===== config.mk =====
export PLATFORM = sky130hd
export DESIGN_NAME = osd_char_overlay
export DESIGN_NICKNAME = d
export VERILOG_FILES = /design/src/rtl/osd_char_overlay.sv
export SDC_FILE = /design/constraint.sdc
export NUM_CORES = 1
export LEC_CHECK = 0
export ABC_AREA = 0
export ABC_CLOCK_PERIOD_IN_PS = 5800
export CAP_MARGIN = 40
export CORE_ASPECT_RATIO = 0.75
export CORE_MARGIN = 5
export CORE_UTILIZATION = 40
export DETAILED_ROUTE_END_ITERATION = 12
export GPL_ROUTABILITY_DRIVEN = 0
export HOLD_SLACK_MARGIN = 0.12
export MAX_ROUTING_LAYER = met4
export PLACE_DENSITY_LB_ADDON = 0.15
export SLEW_MARGIN = 20
export SYNTH_ARGS = -nofsm -noshare
export SYNTH_HDL_FRONTEND = slang
export SYNTH_SLANG_ARGS = --single-unit

===== constraint.sdc =====
create_clock -name clk -period 5.8 [get_ports clk]
set_clock_uncertainty 0.05 [all_clocks]
set_input_delay 1.16 -clock clk [delete_from_list [all_inputs] [get_ports clk]]
set_output_delay 1.16 -clock clk [all_outputs]
set_load 0.01 [all_outputs]

===== src/rtl/osd_char_overlay.sv =====
// Overlays a 1bpp character bitmap from a synchronous ROM onto an RGB stream inside a fixed window.
// Latency is 3 clocks for video and timing. Throughput is 1 pixel/clock. There is no backpressure.
module osd_char_overlay #(
  parameter int unsigned OSD_X    = 32,
  parameter int unsigned OSD_Y    = 32,
  parameter int unsigned OSD_W    = 256,
  parameter int unsigned OSD_H    = 64,
  parameter logic [23:0] FG_COLOR = 24'hFFFFFF,
  parameter bit          VS_POL   = 1'b1
) (
  input  logic        clk,
  input  logic        rst_n,
  input  logic        osd_en,
  input  logic        hs_in,
  input  logic        vs_in,
  input  logic        de_in,
  input  logic [23:0] rgb_in,
  output logic [10:0] rom_addr,
  input  logic [7:0]  rom_data,
  output logic        hs_out,
  output logic        vs_out,
  output logic        de_out,
  output logic [23:0] rgb_out
);

  localparam logic [11:0] WIN_X = 12'(OSD_X);
  localparam logic [11:0] WIN_Y = 12'(OSD_Y);
  localparam logic [11:0] WIN_W = 12'(OSD_W);
  localparam logic [11:0] WIN_H = 12'(OSD_H);
  localparam logic [11:0] BPL   = 12'(OSD_W / 8);

  logic [11:0] x_cnt;
  logic [11:0] y_cnt;
  logic [11:0] x_rel;
  logic [11:0] y_rel;
  logic        de_d1;
  logic        vs_act;
  logic        vs_act_d1;
  logic        osd_en_f;
  logic        in_win;
  logic [23:0] addr_full;

  logic        win1;
  logic [2:0]  bsel1;
  logic        hs1;
  logic        vs1;
  logic        de1;
  logic [23:0] rgb1;
  logic        win2;
  logic [2:0]  bsel2;
  logic        hs2;
  logic        vs2;
  logic        de2;
  logic [23:0] rgb2;
  logic        pix_on;

  assign vs_act = (vs_in == VS_POL);

  // Unsigned wrap makes coordinates before the window edge look huge, so one compare bounds both sides
  assign x_rel  = x_cnt - WIN_X;
  assign y_rel  = y_cnt - WIN_Y;
  assign in_win = de_in & osd_en_f & (x_rel < WIN_W) & (y_rel < WIN_H);

  assign addr_full = {12'd0, y_rel} * {12'd0, BPL} + {15'd0, x_rel[11:3]};

  always_ff @(posedge clk or negedge rst_n) begin
    if (!rst_n) begin
      x_cnt     <= 12'd0;
      y_cnt     <= 12'd0;
      de_d1     <= 1'b0;
      vs_act_d1 <= 1'b0;
      osd_en_f  <= 1'b0;
    end else begin
      x_cnt     <= de_in ? x_cnt + 12'd1 : 12'd0;
      de_d1     <= de_in;
      vs_act_d1 <= vs_act;
      if (vs_act) begin
        y_cnt <= 12'd0;
      end else if (de_d1 && !de_in && (y_cnt != 12'hFFF)) begin
        y_cnt <= y_cnt + 12'd1;
      end
      if (vs_act && !vs_act_d1) begin
        osd_en_f <= osd_en;
      end
    end
  end

  // S1: the address goes out to the ROM, and video is captured alongside it
  always_ff @(posedge clk or negedge rst_n) begin
    if (!rst_n) begin
      rom_addr <= 11'd0;
      win1     <= 1'b0;
      bsel1    <= 3'd0;
      hs1      <= 1'b0;
      vs1      <= 1'b0;
      de1      <= 1'b0;
      rgb1     <= 24'd0;
    end else begin
      if (in_win) begin
        rom_addr <= addr_full[10:0];
      end
      win1  <= in_win;
      bsel1 <= x_rel[2:0];
      hs1   <= hs_in;
      vs1   <= vs_in;
      de1   <= de_in;
      rgb1  <= rgb_in;
    end
  end

  // S2: the ROM samples rom_addr on this edge, and its byte is ready for S3
  always_ff @(posedge clk or negedge rst_n) begin
    if (!rst_n) begin
      win2  <= 1'b0;
      bsel2 <= 3'd0;
      hs2   <= 1'b0;
      vs2   <= 1'b0;
      de2   <= 1'b0;
      rgb2  <= 24'd0;
    end else begin
      win2  <= win1;
      bsel2 <= bsel1;
      hs2   <= hs1;
      vs2   <= vs1;
      de2   <= de1;
      rgb2  <= rgb1;
    end
  end

  assign pix_on = win2 & rom_data[3'd7 - bsel2];

  always_ff @(posedge clk or negedge rst_n) begin
    if (!rst_n) begin
      hs_out  <= 1'b0;
      vs_out  <= 1'b0;
      de_out  <= 1'b0;
      rgb_out <= 24'd0;
    end else begin
      hs_out  <= hs2;
      vs_out  <= vs2;
      de_out  <= de2;
      rgb_out <= pix_on ? FG_COLOR : rgb2;
    end
  end

endmodule


==> impl_metrics.tcl <==
set metrics [dict create \
    final_common_cell "dfrtp_1" \
    preCtsSetupSlack_ns 2.22 \
    n_fill_cell 885 \
    p_leak_uw 0.00273 \
    ctsResizeCount 0 \
    grt_max_degree 69 \
    multiInputGateArea_mm2 0.00132 \
    grt_pass1_vias 2683 \
    io_buffers 75 \
    min_period_ns 3.17 \
    cts_buffer_depth 2 \
    numClockSinks 125 \
    fin_setup_tns_ns 0 \
    use_met2_pct 19.9 \
    vias_per_cell 4.56 \
    drive_gt1_share_pct 12.9 \
    cpMaxStageDelayCell "clkdlybuf4s50_1" \
    path_delay_family "buffers and inverters" \
    fmax_mhz 316 \
    critical_path.n_buffers_inverters 2 \
    final_area_mm2 0.00607 \
    die_w_um 133 \
    start_util_pct 41.2 \
    max_cap_viol_count 0 \
    wl_um 8220 \
    ir_drop_v 0.000233 \
    cts-root-buf "clkbuf_16" \
    seq_area_mm2 0.00313 \
    drc_errors 0 \
    post_synth.cell_area_avg_um2 14.3 \
    crit_chain "clkdlybuf4s50_1, nand4_1, nand2b_1, nor4_4, buf_6, mux2_1" \
    grt_use_total_pct 14.2 \
    cts_setup_buffers 0 \
    finalHoldViolCount 0 \
    postCtsHoldBufs 0 \
    first_pass_iters 4 \
    setup_violations 0 \
    fin_crit_sh_pct 54.6 \
    synth-edff-count 0 \
    synthToLayoutAreaGrowth_pct 33.9 \
    wire_per_inst_um 14.7 \
    dp.cells 525 \
    antenna_found_initial 0 \
    final_cell_mix "125 x dfrtp_1, 74 x clkdlybuf4s50_1, 27 x nand2b_1, 20 x xnor2_1, 17 x clkbuf_16" \
    antenna_cells 0 \
    placed_area_mm2 0.00545 \
    rsz0062_at_grt "no" \
    htreeDepth 4 \
    drt_iter0_drc 200 \
    dieArea_mm2 0.0136 \
    overflow 0 \
    slew_violations 0 \
    ant_nets 0 \
    worst_pin_slew_ns 0.723 \
    coreArea_mm2 0.0110 \
    cts_tree "built" \
    setup_slack_ns 2.63 \
    synthArstFlopShare_pct 100 \
    worstPathRequired_ns 6.04 \
    startpoint_type "input pin" \
    hpwl_um 5540 \
    io_pins 76 \
    ys_ff_latch 125 \
    met1_usage_pct 18.4 \
    outcome "finished clean" \
    powerDensity_mw_per_mm2 342 \
    placementRows 33 \
    numCtsBuffers 17 \
    crit_fanout 16 \
    min_path_type "reg -> reg" \
    ys_seq_area_share_pct 68.9 \
    ys_types 44 \
    path_clk_slew_ns 0.06 \
    die_y_um 102 \
    grtUsageMet3_pct 5.02 \
    syn_area_mm2 0.00454 \
    ys_warn_count 0 \
    grt-busiest-layer "met2" \
    syn_inst 317 \
    synth_fp_nets 366 \
    nets 454 \
    stdcell_count 558 \
    worst-setup-path-type "in -> reg" \
    max_stage_delay_ns 0.80 \
    synthFlopType "dfrtp_1" \
    critPathArrivalTime_ns 3.40 \
    num_vias 2547 \
    slew_headroom_pct 51.8 \
    holdWs_ns 0.293 \
    worst_skew_pair.late_latency_ns 0.41 \
    grt_pass1_wl_um 14000 \
    cp-end-kind "flip-flop" \
]
[Yosys cell counts (4+ instances only)]
master / instances / share of area (%)
a21oi_1: 5 / 0.55
and2_1: 9 / 1.2
and3_1: 6 / 0.83
clkbuf_1: 8 / 0.66
dfrtp_1: 125 / 69
ha_1: 10 / 2.8
inv_1: 11 / 0.91
mux2_4: 8 / 2.6
nand2_1: 8 / 0.66
nand2b_1: 27 / 3.7
nand3_1: 9 / 0.99
nand4_1: 4 / 0.55
nor2_1: 16 / 1.3
xnor2_1: 20 / 3.9
xor2_1: 8 / 1.5
[where the power goes]
group	leakage, uW	total, uW	switching (uW)	internal (uW)
clock network	0.000288	1060	403	652
registers	0.00154	921	13.6	908
logic	0.000907	99.9	42.2	57.6
[sequential cells by signal, indices dropped and copies added (netlist names), 3 cells and up]
name,count
bsel1,3
bsel2,3
rgb2,24
rgb1,24
y_cnt,12
x_cnt,12
rgb_out,24
rom_addr,11
[per-stage QoR]
stage / total power, uW / util, %
finish: 2080 / 55.1
global route: 2160 / 55.1
CTS: 2100 / 54.8
detailed placement: 1040 / 49.4
global placement: 1040 / 49.2
floorplan: 965 / -
[kinds of logic after synthesis]
logic type	synth area share [%]
DFF	68.9
xor gates and xnor gates	5.76
AOI/OAI and AO/OA	2.56
buffers and inverters	1.93
muxes	4.83
and+or+nand+nor	12.8
adders and majority gates	3.20
[worst paths after layout]
path | start | end | slack, ns | depth (start not counted)
max reg2reg | x_cnt[5]$_DFF_PN0_ | rom_addr[10]$_DFFE_PN0P_ | 2.94 | 8
min in group asynchronous | rst_n | rgb_out[21]$_DFF_PN0_ | 0.55 | 1
min reg2reg | rgb1[7]$_DFF_PN0_ | rgb2[7]$_DFF_PN0_ | 0.29 | 0
max in group asynchronous | rst_n | rgb_out[20]$_DFF_PN0_ | 4.19 | 2
min | rgb1[7]$_DFF_PN0_ | rgb2[7]$_DFF_PN0_ | 0.29 | 0
max | de_in | rom_addr[10]$_DFFE_PN0P_ | 2.63 | 6
[worst register-to-register path, delay by kind of cell (launching register included)]
kind	cells	cell delay, ns
and+or+nand+nor	3	1.21
DFF	1	0.43
buffers and inverters	2	0.35
muxes	1	0.33
adders and majority gates	1	0.23
xor gates and xnor gates	1	0.15
[final cells by class]
type                            count  share of cell area (%)
Timing Repair Buffer               79                    13.3
Multi-Input combinational cell    171                    21.8
Inverter                           11                   0.680
Clock inverter                     14                    2.62
Clock buffer                       18                    7.23
Tap cell                          140                    2.88
Sequential cell                   125                    51.5
[per-layer routing]
layer	vias up	wire, um
met1	1241	3930
met5	-	0
li1	1229	-
met2	62	3710
met4	0	155
met3	15	424
No activity file was read; power rests on OpenSTA's default activity.
